File: config.mk
export PLATFORM = sky130hd
export DESIGN_NAME = axi_console_mon
export DESIGN_NICKNAME = d
export VERILOG_FILES = /design/src/rtl/axi_console_mon.sv
export SDC_FILE = /design/constraint.sdc
export NUM_CORES = 1
export LEC_CHECK = 0
export CAP_MARGIN = 15
export CORE_MARGIN = 4
export CORE_UTILIZATION = 40
export DETAILED_ROUTE_END_ITERATION = 10
export PLACE_DENSITY = 0.72
export SETUP_SLACK_MARGIN = 0.4
export SLEW_MARGIN = 20
export SYNTH_ARGS = -nofsm -noshare
export SYNTH_HDL_FRONTEND = slang
export SYNTH_SLANG_ARGS = --single-unit
File: constraint.sdc
create_clock -name clk -period 3.1 [get_ports clk]
set_input_delay 0.62 -clock clk [delete_from_list [all_inputs] [get_ports clk]]
set_output_delay 0.62 -clock clk [all_outputs]
set_load 0.01 [all_outputs]
File: src/rtl/axi_console_mon.sv
// Passive AXI write snooper: captures single-beat console writes into a character FIFO
// and tracks end-of-test status from retire-stage writeback values or a cycle timeout.
module axi_console_mon #(
  parameter logic [31:0] CONSOLE_ADDR = 32'h01FF_FFF0,
  parameter int          FIFO_DEPTH   = 16,
  parameter logic [63:0] PASS_VAL     = 64'h0000_0004_4433_3222,
  parameter logic [63:0] FAIL_VAL     = 64'h0000_0023_8234_8720,
  parameter logic [31:0] MAX_CYCLES   = 32'h0300_0000
) (
  input  logic         clk,
  input  logic         rst_b,
  input  logic         clk_en,
  input  logic         awvalid,
  input  logic         awready,
  input  logic [31:0]  awaddr,
  input  logic [3:0]   awlen,
  input  logic         wvalid,
  input  logic         wready,
  input  logic         wlast,
  input  logic [127:0] wdata,
  input  logic [15:0]  wstrb,
  input  logic [63:0]  wb0_data,
  input  logic [63:0]  wb1_data,
  output logic         char_vld,
  output logic [7:0]   char_data,
  input  logic         char_rdy,
  output logic         test_done,
  output logic         test_pass,
  output logic         timeout,
  output logic         ovf,
  output logic [15:0]  drop_cnt
);

  localparam int AW = $clog2(FIFO_DEPTH);
  localparam logic [AW:0] FULL_CNT = (AW+1)'(FIFO_DEPTH);

  localparam logic [1:0] S_IDLE = 2'd0;
  localparam logic [1:0] S_HIT  = 2'd1;
  localparam logic [1:0] S_SKIP = 2'd2;

  logic aw_hs, w_hs;
  assign aw_hs = clk_en & awvalid & awready;
  assign w_hs  = clk_en & wvalid & wready;

  // ---------------- write-channel tracker ----------------
  logic [1:0] state, state_nxt, aw_dest;
  logic       free;

  always_comb begin
    aw_dest   = (awaddr == CONSOLE_ADDR && awlen == 4'd0) ? S_HIT : S_SKIP;
    free      = 1'b0;
    state_nxt = state;
    case (state)
      S_HIT:   free = w_hs;
      S_SKIP:  free = w_hs & wlast;
      default: free = 1'b1;
    endcase
    // A burst completing this cycle frees the tracker for an AW in the same cycle.
    if (free) state_nxt = aw_hs ? aw_dest : S_IDLE;
  end

  always_ff @(posedge clk or negedge rst_b) begin
    if (!rst_b) state <= S_IDLE;
    else        state <= state_nxt;
  end

  // ---------------- byte capture ----------------
  logic       sel_vld;
  logic [7:0] sel_byte;

  always_comb begin
    sel_vld  = 1'b1;
    sel_byte = 8'h00;
    case (wstrb)
      16'h000F: sel_byte = wdata[7:0];
      16'h00F0: sel_byte = wdata[39:32];
      16'h0F00: sel_byte = wdata[71:64];
      16'hF000: sel_byte = wdata[103:96];
      default:  sel_vld  = 1'b0;
    endcase
  end

  logic       cap_vld;
  logic [7:0] cap_byte;

  always_ff @(posedge clk or negedge rst_b) begin
    if (!rst_b) begin
      cap_vld  <= 1'b0;
      cap_byte <= 8'h00;
    end else begin
      cap_vld <= (state == S_HIT) & w_hs & sel_vld;
      if ((state == S_HIT) & w_hs & sel_vld) cap_byte <= sel_byte;
    end
  end

  logic unused_bits;
  assign unused_bits = ^{wdata[127:104], wdata[95:72], wdata[63:40], wdata[31:8]};

  // ---------------- character FIFO ----------------
  logic [7:0]    mem [FIFO_DEPTH];
  logic [AW-1:0] wr_ptr, rd_ptr;
  logic [AW:0]   count;
  logic          empty, full, pop, push_ok, drop;

  assign empty   = (count == '0);
  assign full    = (count == FULL_CNT);
  assign pop     = ~empty & char_rdy;
  assign push_ok = cap_vld & (~full | pop);
  assign drop    = cap_vld & full & ~pop;

  assign char_vld  = ~empty;
  assign char_data = empty ? 8'h00 : mem[rd_ptr];

  always_ff @(posedge clk) begin
    if (push_ok) mem[wr_ptr] <= cap_byte;
  end

  always_ff @(posedge clk or negedge rst_b) begin
    if (!rst_b) begin
      wr_ptr   <= '0;
      rd_ptr   <= '0;
      count    <= '0;
      ovf      <= 1'b0;
      drop_cnt <= 16'h0000;
    end else begin
      if (push_ok) wr_ptr <= wr_ptr + 1'b1;
      if (pop)     rd_ptr <= rd_ptr + 1'b1;
      case ({push_ok, pop})
        2'b10:   count <= count + 1'b1;
        2'b01:   count <= count - 1'b1;
        default: count <= count;
      endcase
      if (drop) begin
        ovf <= 1'b1;
        if (drop_cnt != 16'hFFFF) drop_cnt <= drop_cnt + 16'd1;
      end
    end
  end

  // ---------------- end-of-test status ----------------
  logic [31:0] cyc_cnt;
  logic        pass_hit, fail_hit;

  assign pass_hit = (wb0_data == PASS_VAL) | (wb1_data == PASS_VAL);
  assign fail_hit = (wb0_data == FAIL_VAL) | (wb1_data == FAIL_VAL);

  always_ff @(posedge clk or negedge rst_b) begin
    if (!rst_b) begin
      cyc_cnt   <= 32'd0;
      test_done <= 1'b0;
      test_pass <= 1'b0;
      timeout   <= 1'b0;
    end else if (!test_done) begin
      cyc_cnt <= cyc_cnt + 32'd1;
      if (pass_hit) begin
        test_done <= 1'b1;
        test_pass <= 1'b1;
      end else if (fail_hit) begin
        test_done <= 1'b1;
      end else if (cyc_cnt == MAX_CYCLES - 32'd1) begin
        test_done <= 1'b1;
        timeout   <= 1'b1;
      end
    end
  end

endmodule
==> results of run 1 <==
-- logic make-up after synthesis --
kind of cell	synth area share (%)
simple gates	15.6
flops	62.4
xor+xnor	5.32
compound gates	3.64
mux	10.3
buf+inv	1.28
fa+ha+maj	1.49
-- stage by stage --
step	power, mW	hold slack [ns]	utilization, %
2_1_floorplan	3.79	0.324	-
3_3_place_gp	4.38	0.450	54.2
3_5_place_dp	4.40	0.453	54.2
4_1_cts	7.34	0.315	58.1
5_1_grt	7.60	0.346	58.2
6_report	7.28	0.266	58.2
-- worst paths after layout --
check	startpoint	endpoint	slack, ns	cells after the start
worst min-delay path	rst_b	drop_cnt[12]$_DFFE_PN0P_	0.27	1
worst min register to register	cyc_cnt[23]$_DFFE_PN0N_	cyc_cnt[23]$_DFFE_PN0N_	0.46	1
min in group clk	cyc_cnt[23]$_DFFE_PN0N_	cyc_cnt[23]$_DFFE_PN0N_	0.46	1
worst max register to register	count[1]$_DFFE_PN0P_	drop_cnt[10]$_DFFE_PN0P_	0.64	5
worst max-delay path	rd_ptr[0]$_DFFE_PN0N_	char_data[0]	-0.04	7
max in group asynchronous	rst_b	rd_ptr[0]$_DFFE_PN0N_	2.16	1
-- flip-flops by register name, summed over array words and instances, names as in the netlist --
signal,flops
state,2
test_done,1
mem,128
cap_byte,8
wr_ptr,4
test_pass,1
cap_vld,1
timeout,1
drop_cnt,16
rd_ptr,4
count,5
cyc_cnt,32
ovf,1
-- worst max-delay path: cells and delay by family (launching register included) --
| family | cells | cell delay, ns |
|---|---|---|
| muxes | 2 | 0.93 |
| buffers and inverters | 4 | 0.52 |
| and+or+nand+nor | 1 | 0.13 |
| DFF | 1 | 0.44 |
-- synthesized netlist by cell type (3+ instances only) --
| library cell | instances | area (µm²) |
|---|---|---|
| xnor2_1 | 43 | 377 |
| buf_1 | 3 | 11.3 |
| buf_2 | 4 | 20.0 |
| a221oi_1 | 8 | 70.1 |
| clkbuf_1 | 12 | 45.0 |
| xor2_1 | 13 | 114 |
| nor4b_1 | 12 | 105 |
| nand2b_1 | 5 | 31.3 |
| nor4_4 | 4 | 85.1 |
| a22o_1 | 9 | 78.8 |
| and4_1 | 7 | 61.3 |
| o21ai_1 | 9 | 45.0 |
| nand3_1 | 19 | 95.1 |
| mux2_2 | 4 | 45.0 |
| o21ai_0 | 3 | 15.0 |
| nor2_1 | 32 | 120 |
| nand4_1 | 30 | 188 |
| nor4_1 | 26 | 163 |
| nor2b_1 | 10 | 62.6 |
| inv_1 | 10 | 37.5 |
| and3_1 | 5 | 31.3 |
| nand2_1 | 51 | 191 |
| nor4bb_1 | 5 | 50.1 |
| nand4b_1 | 3 | 26.3 |
| mux4_2 | 40 | 901 |
| edfxtp_1 | 128 | 3840 |
| dfrtp_1 | 76 | 1900 |
| or4_1 | 6 | 45.0 |
| ha_1 | 11 | 138 |
| nor3_1 | 14 | 70.1 |
-- power by group through the flow --
stage                     clock [mW]  sequential [mW]  combinational, mW
after CTS                       2.75             3.01               1.59
after global routing            2.90             3.01               1.69
after global placement             0             3.08               1.31
after detailed placement           0             3.08               1.32
final                           2.70             3.01               1.57
after floorplan                    0             3.03              0.764
-- layout by cell type, fill, tap and decap left out, drive strengths merged, types with 15 or more instances in the layout --
master           n
dfrtp           76
edfxtp         128
nor3            15
xnor2           43
clkbuf          29
nand2           51
mux4            40
nand4           30
nor2            32
nand3           19
clkdlybuf4s50  239
buf             52
nor4            31
-- what timing repair did --
item	CTS	global route
endpoints found under the setup margin	9	8
buffers inserted	9	0
hold endpoints to repair	0	0
cloned	2	0
hold buffers	0	0
gates resized for setup	40	3
-- cell type report --
class | instances | share of cell area, %
sequential | 204 | 43.7
multi-input combinational | 397 | 25.6
timing repair buffer | 292 | 22.0
clock buffer | 29 | 4.69
tap | 285 | 2.71
clock inverter | 11 | 1.05
inverter | 11 | 0.314
-- layer usage --
layer	routed length (µm)	global-route usage (%)	part of all wire (%)	vias to the layer above
met5	0	0	0	-
met4	834	6.71	3.4	0
met2	12300	33.3	50	254
met3	1640	3.79	6.7	42
li1	-	-	-	3080
met1	9600	23.1	39	3187
==> metrics.txt, run 1 <==
TNS Setup -0.164 ns; slack of the critical path -0.0429 ns; Final Hold Viols 0; Leak 5.11 nW; TritonCTS clock tree yes; critical path class flip-flop to primary output; FILL cells 1,790; number of synthesized register bits 204; max_slew headroom 36.3%; dpl cells 1,178; Syn Nets 959; Final Cycle Share 101%; crit-path cells buf_12, buf_12, buf_16, mux4_2, mux4_2, nor2b_1, buf_2; VDD IR-drop max 312 µV; Hold Crit Class input port to async pin; asr flop ratio synth 37.3%; TritonCTS sink count 204; Worst Skew 0.0140 ns; via count 6,563; share of the yosys chip area belonging to registers 62.4%; Mapped Area 9210 µm²; number of flops mapped to enable cells by yosys 128; Pint 5.56 mW; MaxCap Viol Count 0; Die H 160 µm; layout cells sized above 1 15.1%; final instance area 13,200 µm²; Worst Tran Pin Value 0.946 ns; Die ar. 25,500 µm²; startpoint types flip-flop; post-synth cell types 54; Reg power frac 41.3%; Port Buf Inserts 249; Detailed Route WL 24,400 µm; GPL Wtd Cong 0.862; vias per cell 5.34; CTS Buffer Depth 3; Synth Flop Type edfxtp_1; # rows 55; clock latency on the worst-skew pair 0.50 ns; Final Net Count 1,256; Setup WS pre-CTS 0.181 ns; remaining routing DRC violations 0; Max stage delay on crit path 0.47 ns; Die Width 160 µm; Post-Synthesis Cells 631; # diodes 0; H-Tree Depth 1; endpoints failing setup 8; first-pass GRT wire length 37,800 µm; area of the multi-input gates 3360 µm²; CP endpoint kind primary output; io pins 346; core area 22,600 µm²; Final HPWL DP 18,000 µm; largest net degree at the start of global routing 77; status finished with violations; GR Overflow Total 0; GRT Util Overall 18.9%; Pre-antenna DRT Iters 4; Finished Layout Cells 1,229; Area growth syn-to-layout 42.9%; CP Data Arrival Time 2.52 ns; Worst path slowest cell mux4_2; CTS root buf clkbuf_16; DRT iter0 DRCs 427; Seq. cell area 5750 µm²; unrepaired setup endpoints after global routing true; synthesized area per cell 14.6 µm²; switching share of power 23.7%; clock power share 37.1%; Worst Path Max Fanout 5; failing checks negative setup slack; switching power of the nets 1.72 mW; CP required 2.48 ns; Post-DP Area 12,300 µm²; pwr dens 553 nW/µm²; antenna violations before repair 0; YS warnings 0; Comb pwr share 21.6%; clk slew on worst S/H paths 0.06 ns; Max Clock Freq 318 MHz; Starting Density 40.7%; Final Max Tran Viols 0; cts bufs inserted 22; final antenna-violating net count 0; min Tclk post-route 3.14 ns; vias in the first global route 6,949; Routed WL per cell 19.8 µm
Power figures use the tool's default switching activity.
==> run 2, diff against run 1 <==
--- a/config.mk
+++ b/config.mk
@@ -6,9 +6,10 @@
 export NUM_CORES = 1
 export LEC_CHECK = 0
 export CAP_MARGIN = 15
-export CORE_MARGIN = 4
+export CORE_MARGIN = 1
 export CORE_UTILIZATION = 40
 export DETAILED_ROUTE_END_ITERATION = 10
+export GPL_ROUTABILITY_DRIVEN = 1
 export PLACE_DENSITY = 0.72
 export SETUP_SLACK_MARGIN = 0.4
 export SLEW_MARGIN = 20
==> constraint.sdc (replaced) <==
create_clock -name clk -period 3.1 [get_ports clk]
set_input_delay 0.465 -clock clk [delete_from_list [all_inputs] [get_ports clk]]
set_output_delay 0.465 -clock clk [all_outputs]
set_load 0.01 [all_outputs]
==> run 2 against run 1 <==
The run now ends clean. Die area decreased by 7.4%. Design area decreased by 0.36%. Largest power group unchanged. First-iteration DRC count decreased by 18%.
==> metrics.txt, run 2 (same netlist as run 1, synthesis figures left out) <==
status complete, no violations; Pint 5.41 mW; dpl cells 1,175; Final Cycle Share 94.8%; VDD IR-drop max 446 µV; unrepaired setup endpoints after global routing true; io pins 346; # rows 55; Detailed Route WL 23,600 µm; TritonCTS clock tree yes; Worst R2R Start count[1]$_DFFE_PN0P_; largest net degree at the start of global routing 77; max reg flops 128; CTS Buffer Depth 3; vias per cell 5.33; GR Overflow Total 0; clock power share 35.2%; Worst Skew 0.0123 ns; Pre-antenna DRT Iters 5; cts bufs inserted 21; pwr dens 544 nW/µm²; Worst Tran Pin Value 0.957 ns; vias in the first global route 6,817; H-Tree Depth 1; core area 22,600 µm²; commonest cells after routing, fill and taps aside 240 x clkdlybuf4s50_1, 128 x edfxtp_1, 75 x dfrtp_1, 51 x nand2_1, 43 x xnor2_1; CP Data Arrival Time 2.48 ns; via count 6,517; max_slew headroom 35.6%; Final Net Count 1,251; layout cells sized above 1 14.9%; switching share of power 24.1%; clock latency on the worst-skew pair 0.49 ns; Max Clock Freq 340 MHz; Final Hold Viols 0; Largest Register mem; Area growth syn-to-layout 42.4%; MaxCap Viol Count 0; commonest non-fill, non-tap cell in the layout clkdlybuf4s50_1; Leak 5.07 nW; Final Max Tran Viols 0; clk slew on worst S/H paths 0.06 ns; TNS Setup 0 ns; GPL Wtd Cong 0.810; CP startpoint rd_ptr[0]$_DFFE_PN0N_; CTS root buf clkbuf_16; GRT Util Overall 20.5%; Die H 154 µm; Routed WL per cell 19.3 µm; endpoints failing setup 0; Final HPWL DP 16,800 µm; CP required 2.63 ns; Worst Path Max Fanout 5; Reg power frac 42.9%; switching power of the nets 1.72 mW; CP endpoint kind primary output; Finished Layout Cells 1,222; Port Buf Inserts 249; first-pass GRT wire length 37,100 µm; critical path class flip-flop to primary output; min Tclk post-route 2.94 ns; DRT iter0 DRCs 352; TritonCTS sink count 204; biggest regs mem (128), cyc_cnt (32), drop_cnt (16); Comb pwr share 21.9%; # diodes 0; Hold Crit Class input port to async pin; Die ar. 23,600 µm²; Die Width 154 µm; final antenna-violating net count 0; startpoint types flip-flop; remaining routing DRC violations 0; Starting Density 40.7%; antenna violations before repair 1; hold_buf cts 0
run 2: cell types whose count changed in the layout (fill, tap and decap cells not counted), sizes merged:
cell / previous run / this run
buf: 52 / 48
clkbuf: 29 / 25
bufinv: 3 / 2
clkdlybuf4s50: 239 / 240
clkinv: 6 / 7
clkinvlp: 0 / 1
dlygate4sd2: 1 / 0
run 2: final cells by class:
class	instances	area (µm²)
inverter	11	41.3
tap	285	357
clock inverter	12	121
multi-input combinational	397	3370
sequential	204	5750
fill	1822	9520
timing repair buffer	288	2910
clock buffer	25	572
run 2: repair_timing:
item | 4_1_cts | 5_1_grt
cloned | 4 | 0
setup buffers | 6 | 0
resized for setup | 50 | 1
pin swaps | 0 | 0
setup endpoints to repair | 9 | 9
endpoints found under the hold margin | 0 | 0
run 2: metrics by stage:
step / instance area, µm² / hold slack (ns) / utilization [%] / total power, mW / setup slack [ns]
final: 13100 / 0.102 / 57.9 / 7.14 / 0.160
after global routing: 13100 / 0.188 / 57.9 / 7.43 / 0.0711
after CTS: 13100 / 0.158 / 57.9 / 7.20 / 0.138
after detailed placement: 12200 / 0.453 / 54.0 / 4.37 / 0.276
after global placement: 12200 / 0.448 / 54.0 / 4.35 / 0.310
after floorplan: 9210 / 0.169 / - / 3.78 / 0.531
run 2: worst paths after layout:
kind	endpoint	slack [ns]	depth (start not counted)
min in group clk	cyc_cnt[23]$_DFFE_PN0N_	0.46	1
min reg2reg	cyc_cnt[23]$_DFFE_PN0N_	0.46	1
max in group asynchronous	state[0]$_DFFE_PN0P_	2.35	1
max	char_data[3]	0.16	6
max reg2reg	drop_cnt[10]$_DFFE_PN0P_	0.65	5
min	rd_ptr[1]$_DFFE_PN0N_	0.10	1
run 2: layer usage:
layer | share of wire, % | track usage (%) | up-vias
met5 | 0.047 | 0 | -
met4 | 1.9 | 5.14 | 2
met3 | 7.1 | 4.93 | 29
met2 | 52 | 37.7 | 258
met1 | 39 | 24.0 | 3159
li1 | - | - | 3069
run 2: power by group through the flow:
stage | sequential (mW) | combinational (mW) | clock, mW
2_1_floorplan | 3.03 | 0.751 | 0
3_5_place_dp | 3.12 | 1.25 | 0
3_3_place_gp | 3.12 | 1.23 | 0
5_1_grt | 3.08 | 1.68 | 2.67
4_1_cts | 3.06 | 1.58 | 2.56
6_report | 3.06 | 1.56 | 2.51
run 2: critical path, cell delays in order (launching register included):
cell     delay, ns
dfrtp_2       0.41
buf_12        0.15
buf_16        0.13
mux4_2        0.52
mux4_2        0.49
nor2b_1       0.14
buf_2         0.14
==> run 3, diff against run 2 <==
--- a/config.mk
+++ b/config.mk
@@ -8,11 +8,14 @@
 export CAP_MARGIN = 15
 export CORE_MARGIN = 1
 export CORE_UTILIZATION = 40
+export CTS_BUF_LIST = sky130_fd_sc_hd__clkbuf_8 sky130_fd_sc_hd__clkbuf_16
 export DETAILED_ROUTE_END_ITERATION = 10
 export GPL_ROUTABILITY_DRIVEN = 1
+export HOLD_SLACK_MARGIN = 0.08
 export PLACE_DENSITY = 0.72
 export SETUP_SLACK_MARGIN = 0.4
 export SLEW_MARGIN = 20
 export SYNTH_ARGS = -nofsm -noshare
 export SYNTH_HDL_FRONTEND = slang
 export SYNTH_SLANG_ARGS = --single-unit
+export TNS_END_PERCENT = 5
==> run 3 against run 2 <==
Clock skew grew 0.00058 ns. Sequential share of layout area is essentially flat. Global-route usage is the same. Flip-flop and latch count is the same. Routed wire length is essentially flat. Die area is the same. Total power shrank 0.18%. Highest routed layer unchanged. Register-to-register slack is essentially flat. Via count shrank 0.23%. Worst hold slack lost 0.0013 ns.
==> metrics.txt, run 3 (same netlist as run 1, synthesis figures left out) <==
Hold Crit Class input port to async pin; Pre-antenna DRT Iters 5; status complete, no violations; H-Tree Depth 1; crit-path most repeated cell mux4_2; Final HPWL DP 16,800 µm; Pint 5.40 mW; switching share of power 24.2%; switching power of the nets 1.72 mW; reg2reg setup slack 0.65 ns; endpoints failing setup 0; Worst path slowest cell mux4_2; Leak 5.08 nW; GRT Util Overall 20.5%; Largest Register mem; CP required 2.63 ns; Die ar. 23,600 µm²; GPL Wtd Cong 0.810; max_slew headroom 35.7%; Die H 154 µm; vias in the first global route 6,817; commonest cells after routing, fill and taps aside 240 x clkdlybuf4s50_1, 128 x edfxtp_1, 75 x dfrtp_1, 51 x nand2_1, 43 x xnor2_1; first-pass GRT wire length 37,100 µm; min Tclk post-route 2.95 ns; MaxCap Viol Count 0; Worst Skew 0.0129 ns; TritonCTS sink count 204; Area growth syn-to-layout 42.3%; Reg power frac 43.0%; Final Max Tran Viols 0; unrepaired setup endpoints after global routing true; Routed WL per cell 19.3 µm; Worst Path Max Fanout 5; delay-heaviest family, CP multiplexers; clk slew on worst S/H paths 0.07 ns; hold_buf cts 0; DRT iter0 DRCs 360; Final Cycle Share 95.0%; Port Buf Inserts 249; CTS Buffer Depth 3; clock latency on the worst-skew pair 0.49 ns; Comb pwr share 21.8%; CTS root buf clkbuf_16; vias per cell 5.32; commonest non-fill, non-tap cell in the layout clkdlybuf4s50_1; startpoint types flip-flop; layout cells sized above 1 14.8%; GR Overflow Total 0; biggest regs mem (128), cyc_cnt (32), drop_cnt (16); io pins 346; Final Hold Viols 0; via count 6,502; final antenna-violating net count 0; CP endpoint kind primary output; TNS Setup 0 ns; core area 22,600 µm²; Detailed Route WL 23,600 µm; max reg flops 128; remaining routing DRC violations 0; CP Data Arrival Time 2.48 ns; # diodes 0; Max Clock Freq 339 MHz; VDD IR-drop max 446 µV; antenna violations before repair 1; crit-path cells buf_12, buf_16, mux4_2, mux4_2, nor2b_1, buf_2; critical path class flip-flop to primary output; largest net degree at the start of global routing 77; Die Width 154 µm; cts bufs inserted 21; Max stage delay on crit path 0.53 ns; Starting Density 40.7%; clock power share 35.2%; Worst Tran Pin Value 0.956 ns; pwr dens 543 nW/µm²; worst path buffer plus inverter count 3; TritonCTS clock tree yes; final core utilization 57.9%; # rows 55; Final Net Count 1,251
run 3: routing by layer:
layer | share of wire, % | up-vias | track usage, %
met5 | 0.047 | - | 0
met3 | 6.7 | 29 | 4.93
met1 | 39 | 3169 | 24.0
met4 | 1.9 | 2 | 5.14
li1 | - | 3068 | -
met2 | 52 | 234 | 37.7
run 3: metrics by stage:
stage | setup WS (ns) | cells | instance area [µm²] | power, mW | hold slack (ns)
finish | 0.154 | 1222 | 13100 | 7.12 | 0.100
global route | 0.0674 | 1222 | 13100 | 7.42 | 0.188
CTS | 0.135 | 1222 | 13100 | 7.19 | 0.158
detailed placement | 0.276 | 1175 | 12200 | 4.37 | 0.453
global placement | 0.310 | 1175 | 12200 | 4.35 | 0.448
floorplan | 0.531 | 631 | 9210 | 3.78 | 0.169
run 3: final cells by class:
| class | instances | area [µm²] |
|---|---|---|
| repair buffers | 288 | 2900 |
| inverters | 11 | 41.3 |
| flip-flops and latches | 204 | 5750 |
| fillers | 1821 | 9530 |
| well taps | 285 | 357 |
| multi-input cells | 397 | 3370 |
| clock buffers | 23 | 564 |
| clock inverters | 14 | 129 |
run 3: what timing repair did:
action / CTS / global route
resized for setup: 48 / 0
pin swaps: 0 / 0
buffers inserted: 6 / 0
setup endpoints to repair: 9 / 9
gates cloned: 4 / 0
run 3: worst paths after layout:
path                                       endpoint                    start  cells past startpoint
setup / recovery                       char_data[3]    rd_ptr[0]$_DFFE_PN0N_                      6
hold / removal                rd_ptr[1]$_DFFE_PN0N_                    rst_b                      1
setup reg to reg           drop_cnt[10]$_DFFE_PN0P_     count[1]$_DFFE_PN0P_                      5
hold reg to reg             cyc_cnt[23]$_DFFE_PN0N_  cyc_cnt[23]$_DFFE_PN0N_                      1
max in group asynchronous      state[0]$_DFFE_PN0P_                    rst_b                      1
min in group clk            cyc_cnt[23]$_DFFE_PN0N_  cyc_cnt[23]$_DFFE_PN0N_                      1
run 3: worst reg2reg max path: stages, from the launching register on:
cell	delay [ns]
dfrtp_1	0.44
or4_4	0.58
or4b_4	0.60
nor4_2	0.41
nand4_1	0.16
xnor2_1	0.14
run 3: power by group through the flow:
stage / Clock, mW / Combinational [mW] / Sequential, mW
global placement: 0 / 1.23 / 3.12
detailed placement: 0 / 1.25 / 3.12
floorplan: 0 / 0.751 / 3.03
CTS: 2.55 / 1.57 / 3.06
finish: 2.51 / 1.55 / 3.06
global route: 2.66 / 1.68 / 3.08
